[src/rtl/decode_pkg.sv]
// rtl/decode_pkg.sv - shared scan states and helpers for the scanning decoder
// Contents: scan_state_t enum, nout() output-count function, all_high() mask helper.
package decode_pkg;

    typedef enum logic [1:0] {
        IDLE  = 2'd0,
        DWELL = 2'd1,
        BLANK = 2'd2
    } scan_state_t;

    localparam int MAX_NOUT = 64;

    function automatic int nout(input int sel_w);
        return 1 << sel_w;
    endfunction

    // Mask with the low n bits set; callers size-cast it to their output width.
    function automatic logic [MAX_NOUT-1:0] all_high(input int n);
        logic [MAX_NOUT-1:0] v;
        v = '0;
        for (int i = 0; i < MAX_NOUT; i++) begin
            if (i < n) v[i] = 1'b1;
        end
        return v;
    endfunction

endpackage

[src/rtl/decode_core.sv]
// rtl/decode_core.sv - combinational active-low one-hot decoder
// Ports: idx (select index), en (output enable), y_n (active-low one-hot, all high when en=0).
module decode_core
    import decode_pkg::*;
#(
    parameter int SEL_W = 3,
    localparam int NOUT = nout(SEL_W)
) (
    input  logic [SEL_W-1:0] idx,
    input  logic             en,
    output logic [NOUT-1:0]  y_n
);

    always_comb begin
        y_n = NOUT'(all_high(NOUT));
        if (en) y_n[idx] = 1'b0;
    end

endmodule

[src/rtl/decode_scan_n.sv]
// rtl/decode_scan_n.sv - registered active-low 1-of-2^SEL_W decoder with auto-scan
// Ports: clk, rst_n (async, active-low), g1/g2_n/g3_n enables, mode (0 direct, 1 scan),
//        sel/sel_le select latch, dwell (active time dwell+1 cycles), scan_dir (only with
//        DECODE_SCAN_DIR_EN defined), y_n decoded outputs, cur_idx driven index, wrap pulse.
module decode_scan_n
    import decode_pkg::*;
#(
    parameter int SEL_W     = 3,
    parameter int DWELL_W   = 8,
    parameter int BLANK_CYC = 1,
    localparam int NOUT     = nout(SEL_W)
) (
    input  logic               clk,
    input  logic               rst_n,
    input  logic               g1,
    input  logic               g2_n,
    input  logic               g3_n,
    input  logic               mode,
    input  logic [SEL_W-1:0]   sel,
    input  logic               sel_le,
    input  logic [DWELL_W-1:0] dwell,
`ifdef DECODE_SCAN_DIR_EN
    input  logic               scan_dir,
`endif
    output logic [NOUT-1:0]    y_n,
    output logic [SEL_W-1:0]   cur_idx,
    output logic               wrap
);

    // Blank counter runs BLANK_CYC-1 down to 0; keep at least one bit when blanking is off.
    localparam int BW = (BLANK_CYC > 1) ? $clog2(BLANK_CYC) : 1;
    localparam logic [NOUT-1:0] Y_OFF = NOUT'(all_high(NOUT));

    scan_state_t        state, state_nx;
    logic [SEL_W-1:0]   sel_q, idx, idx_nx, start_idx, step_idx, last_idx;
    logic [SEL_W-1:0]   drive_idx, cur_nx;
    logic [DWELL_W-1:0] cnt, cnt_nx;
    logic [BW-1:0]      bcnt, bcnt_nx;
    logic               en, down, advance, wrap_nx, drive_en;
    logic [NOUT-1:0]    y_dec;

    assign en = g1 & ~g2_n & ~g3_n;

`ifdef DECODE_SCAN_DIR_EN
    assign down = scan_dir;
`else
    assign down = 1'b0;
`endif

    // NOUT is a power of two, so plain modular add/subtract gives the wrap.
    assign start_idx = down ? '1 : '0;
    assign last_idx  = down ? '0 : '1;
    assign step_idx  = down ? idx - 1'b1 : idx + 1'b1;

    always_comb begin
        state_nx = state;
        idx_nx   = idx;
        cnt_nx   = cnt;
        bcnt_nx  = bcnt;
        advance  = 1'b0;
        wrap_nx  = 1'b0;
        if (!mode) begin
            state_nx = IDLE;
            idx_nx   = '0;
        end else if (en) begin
            case (state)
                IDLE: begin
                    state_nx = DWELL;
                    idx_nx   = start_idx;
                    cnt_nx   = dwell;
                end
                DWELL: begin
                    if (cnt == '0) begin
                        if (BLANK_CYC > 0) begin
                            state_nx = BLANK;
                            bcnt_nx  = BW'(BLANK_CYC - 1);
                        end else begin
                            advance = 1'b1;
                        end
                    end else begin
                        cnt_nx = cnt - 1'b1;
                    end
                end
                BLANK: begin
                    if (bcnt == '0) advance = 1'b1;
                    else            bcnt_nx = bcnt - 1'b1;
                end
                default: state_nx = IDLE;
            endcase
            if (advance) begin
                state_nx = DWELL;
                idx_nx   = step_idx;
                cnt_nx   = dwell;
                wrap_nx  = (idx == last_idx);
            end
        end
    end

    // Outputs are decoded from the next state so they land on the same edge as the FSM.
    always_comb begin
        if (mode) begin
            drive_idx = idx_nx;
            drive_en  = en & (state_nx == DWELL);
            cur_nx    = idx_nx;
        end else begin
            drive_idx = sel_q;
            drive_en  = en;
            cur_nx    = sel_q;
        end
    end

    decode_core #(.SEL_W(SEL_W)) u_core (
        .idx (drive_idx),
        .en  (drive_en),
        .y_n (y_dec)
    );

    always_ff @(posedge clk or negedge rst_n) begin
        if (!rst_n) begin
            state   <= IDLE;
            idx     <= '0;
            cnt     <= '0;
            bcnt    <= '0;
            sel_q   <= '0;
            y_n     <= Y_OFF;
            cur_idx <= '0;
            wrap    <= 1'b0;
        end else begin
            state   <= state_nx;
            idx     <= idx_nx;
            cnt     <= cnt_nx;
            bcnt    <= bcnt_nx;
            if (sel_le) sel_q <= sel;
            y_n     <= y_dec;
            cur_idx <= cur_nx;
            wrap    <= wrap_nx;
        end
    end

endmodule

[config.mk]
export PLATFORM = sky130hd
export DESIGN_NAME = decode_scan_n
export DESIGN_NICKNAME = d
export VERILOG_FILES = /design/src/rtl/decode_pkg.sv /design/src/rtl/decode_core.sv /design/src/rtl/decode_scan_n.sv
export SDC_FILE = /design/constraint.sdc
export NUM_CORES = 1
export LEC_CHECK = 0
export CAP_MARGIN = 15
export CELL_PAD_IN_SITES_DETAIL_PLACEMENT = 1
export CELL_PAD_IN_SITES_GLOBAL_PLACEMENT = 1
export CORE_UTILIZATION = 41
export DETAILED_ROUTE_END_ITERATION = 6
export PLACE_DENSITY_LB_ADDON = 0.25
export SYNTH_ARGS = -nofsm -noshare
export SYNTH_HDL_FRONTEND = slang
export SYNTH_SLANG_ARGS = --single-unit
[constraint.sdc]
create_clock -name clk -period 3.17 [get_ports clk]
set_input_delay 0.634 -clock clk [delete_from_list [all_inputs] [get_ports clk]]
set_output_delay 0.634 -clock clk [all_outputs]
set_load 0.01 [all_outputs]
* Yosys cells after proc, flatten, opt, wreduce, memory -nomap -nowiden
Index checks and enable logic that the tools add are counted.
** Word-level totals
- Register bits after elaboration :: 29
- Bits of input ports :: 18
- Output and inout port bits :: 12
- Word-level logic and storage cells :: 59
** Operators by class
- Add/subtract/negate cells :: 3
- Magnitude comparators :: 2
- Eq/ne operators :: 6
- Mux-type cells :: 27
- Bitwise operators :: 6
- Reductions and logical operators :: 7
** Operator list (count)
- $mux 8 :: 3
- $pmux 8 s2 :: 1
- $mux 3 :: 5
- $mux 1 :: 11
- $logic_not 8->1 :: 1
- $mux 2 :: 4
- $not 8->8 :: 1
- $reduce_and 4->1 :: 2
- $sub 8x1->8 const B :: 1
- $pmux 2 s3 :: 1
- $eq 2x1->1 const B :: 2
- $lt 3x4->1 const B :: 1
- $add 3x1->3 const B :: 1
- $and 1x1->1 :: 3
- $demux 1 s3 :: 1
- $eq 3x3->1 const B :: 1
- $ge 3x1->1 const B :: 1
- $ne 3x3->1 const B :: 1
- $reduce_bool 3->1 :: 1
- $eq 2x2->1 const B :: 1
- $logic_not 2->1 :: 1
- $ne 2x2->1 const B :: 1
- $not 1->1 :: 2
- $pmux 1 s2 :: 1
- 3 further kinds :: 3

* Depth between registers and ports, before layout
Gate-level depths: netlist of the first run.
- Depth after elaboration :: 15
- Mapped depth :: 7

* Cells and area by module
From an unflattened synthesis of the first run, not the netlist that was laid out.
** Unflattened totals
- Cells, all modules :: 122
- Area, all modules :: 1398.8 sq um
** Modules (own cells, without submodules)
- decode_scan_n :: instances 1, cells an instance 114, area an instance 1322.5 sq um
- decode_core :: instances 1, cells an instance 8, area an instance 76.3 sq um

* Least setup slack after synthesis of the first run
OpenSTA, ideal clock, no wires.
- Kind :: register to register
- Start point :: register cnt[0]
- End point :: register cnt[1]
- Data arrival time :: 1873 ps
- Required time :: 3091 ps
- Slack :: 1218 ps
- Stages on the path, launching flop included :: 8
- Path buffers :: 1
- Period minus slack after synthesis :: 1952 ps
- Path through :: dfrtp_1 inv_1 ha_1 or3b_1 buf_6 or3_4 o21ai_4 mux2i_1
** Between the ends
- Word-level cells in the longest chain between the ends :: 4
** RTL lines
- start: declaration :: RTL line decode_scan_n.sv:37 : logic [DWELL_W-1:0] cnt, cnt_nx;
- start signal: assignment :: RTL line decode_scan_n.sv:131 : cnt <= cnt_nx;
- $sub 8x1->8 :: RTL line decode_scan_n.sv:81 : cnt_nx = cnt - 1'b1;
- $mux 8 :: RTL line decode_scan_n.sv:73 : if (cnt == '0) begin
- $pmux 8 s2 :: RTL line decode_scan_n.sv:66 : case (state)
- $mux 8 :: RTL line decode_scan_n.sv:90 : if (advance) begin
Several ways; a longest one is shown, not always the timed one. The select of a mux whose other input is x is not followed.
A chain may end at the register's enable or synchronous reset.

* Final worst setup path of the first run
Ends and elaborated chain as after synthesis.

==> flow_summary.json, run 1 <==
{
  "grt_overflow_total": 0,
  "dp_hpwl_mm": 2.37,
  "timing.hold.ws_ps": 526,
  "p_leak_nw": 0.720,
  "start_util_pct": 44.3,
  "cts_tree": "built",
  "synth_flop_cell": "dfrtp_1",
  "crit_start": "cnt[0]",
  "fmax_mhz": 464,
  "wl_mm": 3.27,
  "async_reset_ff_share_pct": 100,
  "yosys_warnings": 0,
  "hold_class": "flip-flop to flip-flop",
  "dr_total_vias": 1083,
  "cp.arrival_ps": 2430,
  "synthesis.nets": 151,
  "yosys_register_bits": 28,
  "ctsHoldBuffers": 0,
  "ys_types": 42,
  "diodes": 0,
  "ioPinCount": 30,
  "cp.required_ps": 3440,
  "grt_usage_pct": 21.0,
  "clock_path_buffers": 2,
  "drc": 0,
  "vias_per_cell": 5.31,
  "path_max_fanout": 8,
  "drive_above_1_share_pct": 15.6,
  "ir_drop_uv": 221,
  "antenna_found_initial": 0,
  "clkTransAtPathRegs_ps": 150,
  "core.rowCount": 20,
  "wl_per_cell_um": 16.0,
  "status": "finished, final reports clean",
  "drv_cap": 0,
  "post_synth.cell_area_avg_um2": 10.7,
  "routabilityCongestion": 0.764,
  "synth_edf_count": 0,
  "dieArea_um2": 3610,
  "portBuffers": 29,
  "final_hold_viol_count": 0,
  "final_nets": 182,
  "cts-resized-gates": 0,
  "h-tree-depth": 1,
  "critPathCaptureType": "flip-flop",
  "reg2reg_from": "cnt[0]",
  "setup_violations": 0,
  "mostFrequentLayoutCells": "clkdlybuf4s50_1 (29), dfrtp_1 (20), nor2_1 (8), dfstp_2 (8), nand4_1 (7)",
  "grt_pass1_vias": 1167,
  "worst_setup_path_start_kind": "flip-flop",
  "finClkSkew_ps": 2.91,
  "firstDrtPassIters": 4,
  "fin_crit_ps": 2160,
  "die_w_um": 60.1,
  "mostFrequentLayoutCell": "clkdlybuf4s50_1",
  "cts_root_buffer": "clkbuf_4",
  "worst_pin_slew_ps": 757,
  "yosysSeqAreaShare_pct": 51.3,
  "synth_area_um2": 1390,
  "grt_max_degree": 29,
  "die_h_um": 60.1,
  "finalCritPeriodShare_pct": 68.0,
  "numCtsBuffers": 3,
  "drv_slew": 0,
  "drtAntennaViolNets": 0,
  "grt_setup_unrepaired": "no",
  "postSynthCellCount": 130,
  "grt_pass1_wl_mm": 5.52,
  "slew_headroom_pct": 49.1,
  "clkSinkCount": 28,
  "min-delay-start": "sel_q[1]",
  "cts_setup_buffers": 0,
  "clkLatencyLatePin_ps": 340,
  "areaGrowthSynthToFinish_pct": 26.7,
  "coreArea_um2": 3130,
  "powerDensity_nw_per_um2": 422,
  "finalSetupTns_ps": 0,
  "worstSetupPathType": "flip-flop to flip-flop",
  "drt-initial-drc-count": 27
}
## metrics by stage
| step | worst slack, ps | util, % | power [mW] | instances | cell area, µm² |
|---|---|---|---|---|---|
| 3_3_place_gp | 860 | 55.0 | 0.558 | 200 | 1720 |
| 6_report | 1010 | 56.1 | 0.741 | 204 | 1760 |
| 2_1_floorplan | 1220 | - | 0.503 | 130 | 1390 |
| 4_1_cts | 990 | 56.1 | 0.751 | 204 | 1760 |
| 5_1_grt | 872 | 56.1 | 0.779 | 204 | 1760 |
| 3_5_place_dp | 790 | 55.0 | 0.568 | 200 | 1720 |
## power by group
group	switching, mW	internal [mW]	total (mW)
logic	0.0716	0.0695	0.141
clock network	0.110	0.0705	0.180
registers	0.0296	0.390	0.419
total	0.211	0.530	0.741
## routing by layer
metal | global-route usage, % | vias up | part of all wire [%]
li1 | - | 532 | -
met1 | 30.0 | 526 | 49
met2 | 32.3 | 20 | 46
met3 | 2.60 | 5 | 3.3
met4 | 7.97 | 0 | 1.7
met5 | 0 | - | 0
## cell type report
cell class	count	area (µm²)
Tap cell	44	55.1
Clock buffer	4	36.3
Inverter	7	26.3
Sequential cell	28	711
Timing Repair Buffer	31	305
Multi-Input combinational cell	90	622
Fill cell	345	1370
## cells in the mapped netlist (2+ instances only)
master | instances | area share, %
a21oi_1 | 6 | 2.2
a2bb2oi_1 | 2 | 1.3
a31oi_1 | 2 | 0.90
clkbuf_1 | 4 | 1.1
dfrtp_1 | 20 | 36
dfstp_2 | 8 | 15
ha_1 | 3 | 2.7
inv_1 | 6 | 1.6
mux2_2 | 3 | 2.4
mux2i_1 | 5 | 3.6
nand2_1 | 6 | 1.6
nand3_1 | 5 | 1.8
nand4_1 | 7 | 3.2
nor2_1 | 8 | 2.2
nor2b_1 | 5 | 2.3
nor3_1 | 4 | 1.4
nor3b_1 | 2 | 1.1
nor4_1 | 2 | 0.90
o21ai_0 | 6 | 2.2
o21ai_1 | 2 | 0.72
o31ai_1 | 3 | 1.6
## kinds of logic after synthesis
group	Yosys count	share of synthesized area [%]
buffers and inverters	12	3.79
AOI/OAI and AO/OA	31	15.4
adders and majority gates	3	2.71
DFF	28	51.3
muxes	8	6.05
and+or+nand+nor	48	20.8
## flip-flops by register name (all words and copies together), names as in the netlist
| register | cells |
|---|---|
| cnt | 8 |
| y_n | 8 |
| cur_idx | 3 |
| idx | 3 |
| sel_q | 3 |
| state | 2 |
| wrap | 1 |
## worst paths after layout
path	end	slack (ps)	depth (start not counted)
hold / removal	sel_q[1]	530	1
setup reg to reg	cnt[1]	1010	6
max in group asynchronous	y_n[7]	2210	2
setup / recovery	cnt[1]	1010	6
hold reg to reg	sel_q[1]	530	1
min in group asynchronous	state[1]	650	2
## worst max-delay path: stages (launching register included)
cell and delay, ps:
dfrtp_1 440, inv_1 90, ha_1 180, or3b_1 480, or3_4 460, o21ai_4 230, mux2i_1 220
Note: power is estimated with default switching activity, not from simulation.
==> inputs of run 2 (changes only) <==
--- a/config.mk
+++ b/config.mk
@@ -8,7 +8,7 @@
 export CAP_MARGIN = 15
 export CELL_PAD_IN_SITES_DETAIL_PLACEMENT = 1
 export CELL_PAD_IN_SITES_GLOBAL_PLACEMENT = 1
-export CORE_UTILIZATION = 41
+export CORE_UTILIZATION = 38
 export DETAILED_ROUTE_END_ITERATION = 6
 export PLACE_DENSITY_LB_ADDON = 0.25
 export SYNTH_ARGS = -nofsm -noshare
==> constraint.sdc (replaced) <==
create_clock -name clk -period 2 [get_ports clk]
set_input_delay 0.4 -clock clk [delete_from_list [all_inputs] [get_ports clk]]
set_output_delay 0.4 -clock clk [all_outputs]
set_load 0.01 [all_outputs]
==> flow_summary.json, run 2 (synthesis gave the netlist of run 1 again) <==
{
  "setup_violations": 1,
  "drc": 0,
  "cp_top_family": "compound AO/OA/AOI/OAI gates",
  "numCtsBuffers": 3,
  "ctsHoldBuffers": 0,
  "grt_pass1_vias": 1333,
  "portBuffers": 29,
  "worst_pin_slew_ps": 521,
  "firstDrtPassIters": 4,
  "clock_path_buffers": 2,
  "cp_cell_sequence": "inv_2 -> ha_4 -> or3b_4 -> buf_4 -> o31a_2 -> o21ai_0 -> o21ai_1",
  "critPathCaptureType": "flip-flop",
  "max_stage_delay_ps": 430,
  "fillers": 386,
  "ir_drop_uv": 491,
  "drt-initial-drc-count": 66,
  "fmax_mhz": 493,
  "path_max_fanout": 7,
  "violations": "setup timing",
  "hold_class": "primary input to async pin",
  "dp_hpwl_mm": 2.56,
  "antenna_found_initial": 0,
  "clkSinkCount": 28,
  "dr_total_vias": 1183,
  "multiInputGateArea_um2": 658,
  "areaGrowthSynthToFinish_pct": 40.0,
  "wl_mm": 3.91,
  "vias_per_cell": 5.30,
  "status": "finished with violations",
  "p_leak_nw": 0.809,
  "ioPinCount": 30,
  "grt_overflow_total": 0,
  "wl_per_cell_um": 17.5,
  "critPathSlowestCell": "dfrtp_1",
  "final_hold_viol_count": 0,
  "place_ws_ps": -121,
  "worst_setup_path_start_kind": "flip-flop",
  "cp_num_buf_inv": 2,
  "cp.arrival_ps": 2260,
  "final_core_util_pct": 56.8,
  "final_nets": 199,
  "drv_cap": 0,
  "worstSetupPathType": "flip-flop to flip-flop",
  "powerDensity_nw_per_um2": 705,
  "fin_crit_ps": 2030,
  "reg_top3": "cnt: 8 flops, y_n: 8 flops",
  "ff_latch_area_um2": 712,
  "start_util_pct": 40.5,
  "clkLatencyLatePin_ps": 350,
  "coreArea_um2": 3420,
  "drv_slew": 0,
  "diodes": 0,
  "dieArea_um2": 3890,
  "die_w_um": 62.4,
  "slew_headroom_pct": 65.2,
  "core.rowCount": 21,
  "placedCellCount": 216,
  "finalCritPeriodShare_pct": 101,
  "drive_above_1_share_pct": 27.7,
  "cp.required_ps": 2230,
  "mostFrequentLayoutCell": "clkdlybuf4s50_1",
  "grt_pass1_wl_mm": 6.14,
  "die_h_um": 62.4,
  "setup_ws_ps": -28.9,
  "fin_cells": 223,
  "grt_max_degree": 29,
  "cts_tree": "built",
  "routabilityCongestion": 0.748,
  "h-tree-depth": 1,
  "finClkSkew_ps": 21.8,
  "clkTransAtPathRegs_ps": 170,
  "drtAntennaViolNets": 0,
  "cts_root_buffer": "clkbuf_4",
  "mostFrequentLayoutCells": "clkdlybuf4s50_1 (29), dfrtp_1 (19), buf_4 (19)",
  "grt_usage_pct": 19.9
}
[run 2: cell count changes in the layout (fill, tap and decap cells not counted), sizes merged]
cell and change:
clkbuf -1, buf +17, bufinv +1
[run 2: repair_timing]
item                                    in CTS  in global routing
gates resized for setup                      1                  8
endpoints found under the hold margin        0                  0
setup buffers                                1                  2
pin swaps                                    2                  0
endpoints found under the setup margin       9                 12
[run 2: layer usage]
layer  GRT usage [%]  vias up  share of wire (%)
li1                -      564                  -
met1            21.6      590                 38
met2            37.8       23                 57
met5               0        -                  0
met3            4.38        6                2.9
met4            6.69        0                2.0
[run 2: final cells by class]
type / instances / area share, %
Sequential cell: 28 / 36.7
Multi-Input combinational cell: 90 / 33.9
Timing Repair Buffer: 48 / 22.3
Tap cell: 46 / 2.97
Clock inverter: 1 / 1.55
Inverter: 7 / 1.35
Clock buffer: 3 / 1.16
[run 2: metrics by stage]
| step | power [mW] | TNS, ps | area [µm²] | hold WS (ps) |
|---|---|---|---|---|
| detailed placement | 0.932 | -948 | 1830 | 490 |
| global placement | 0.914 | -376 | 1830 | 483 |
| floorplan | 0.798 | 0 | 1390 | 104 |
| finish | 1.37 | -28.9 | 1940 | 402 |
| global route | 1.43 | -201 | 1940 | 447 |
| CTS | 1.33 | 0 | 1890 | 408 |
[run 2: power breakdown]
part | internal, mW | switching, mW | total, mW
sequential | 0.618 | 0.0502 | 0.668
clock | 0.203 | 0.180 | 0.383
combinational | 0.163 | 0.152 | 0.315
[run 2: path summary, 6_finish.rpt]
path | depth (start not counted) | slack (ps) | endpoint | startpoint
worst min register to register | 1 | 520 | sel_q[1] | sel_q[1]
worst max register to register | 7 | -30 | cnt[6] | cnt[0]
worst min-delay path | 2 | 400 | cnt[7] | rst_n
min in group clk | 1 | 520 | sel_q[1] | sel_q[1]
max in group asynchronous | 2 | 1250 | y_n[5] | rst_n
worst max-delay path | 7 | -30 | cnt[6] | cnt[0]
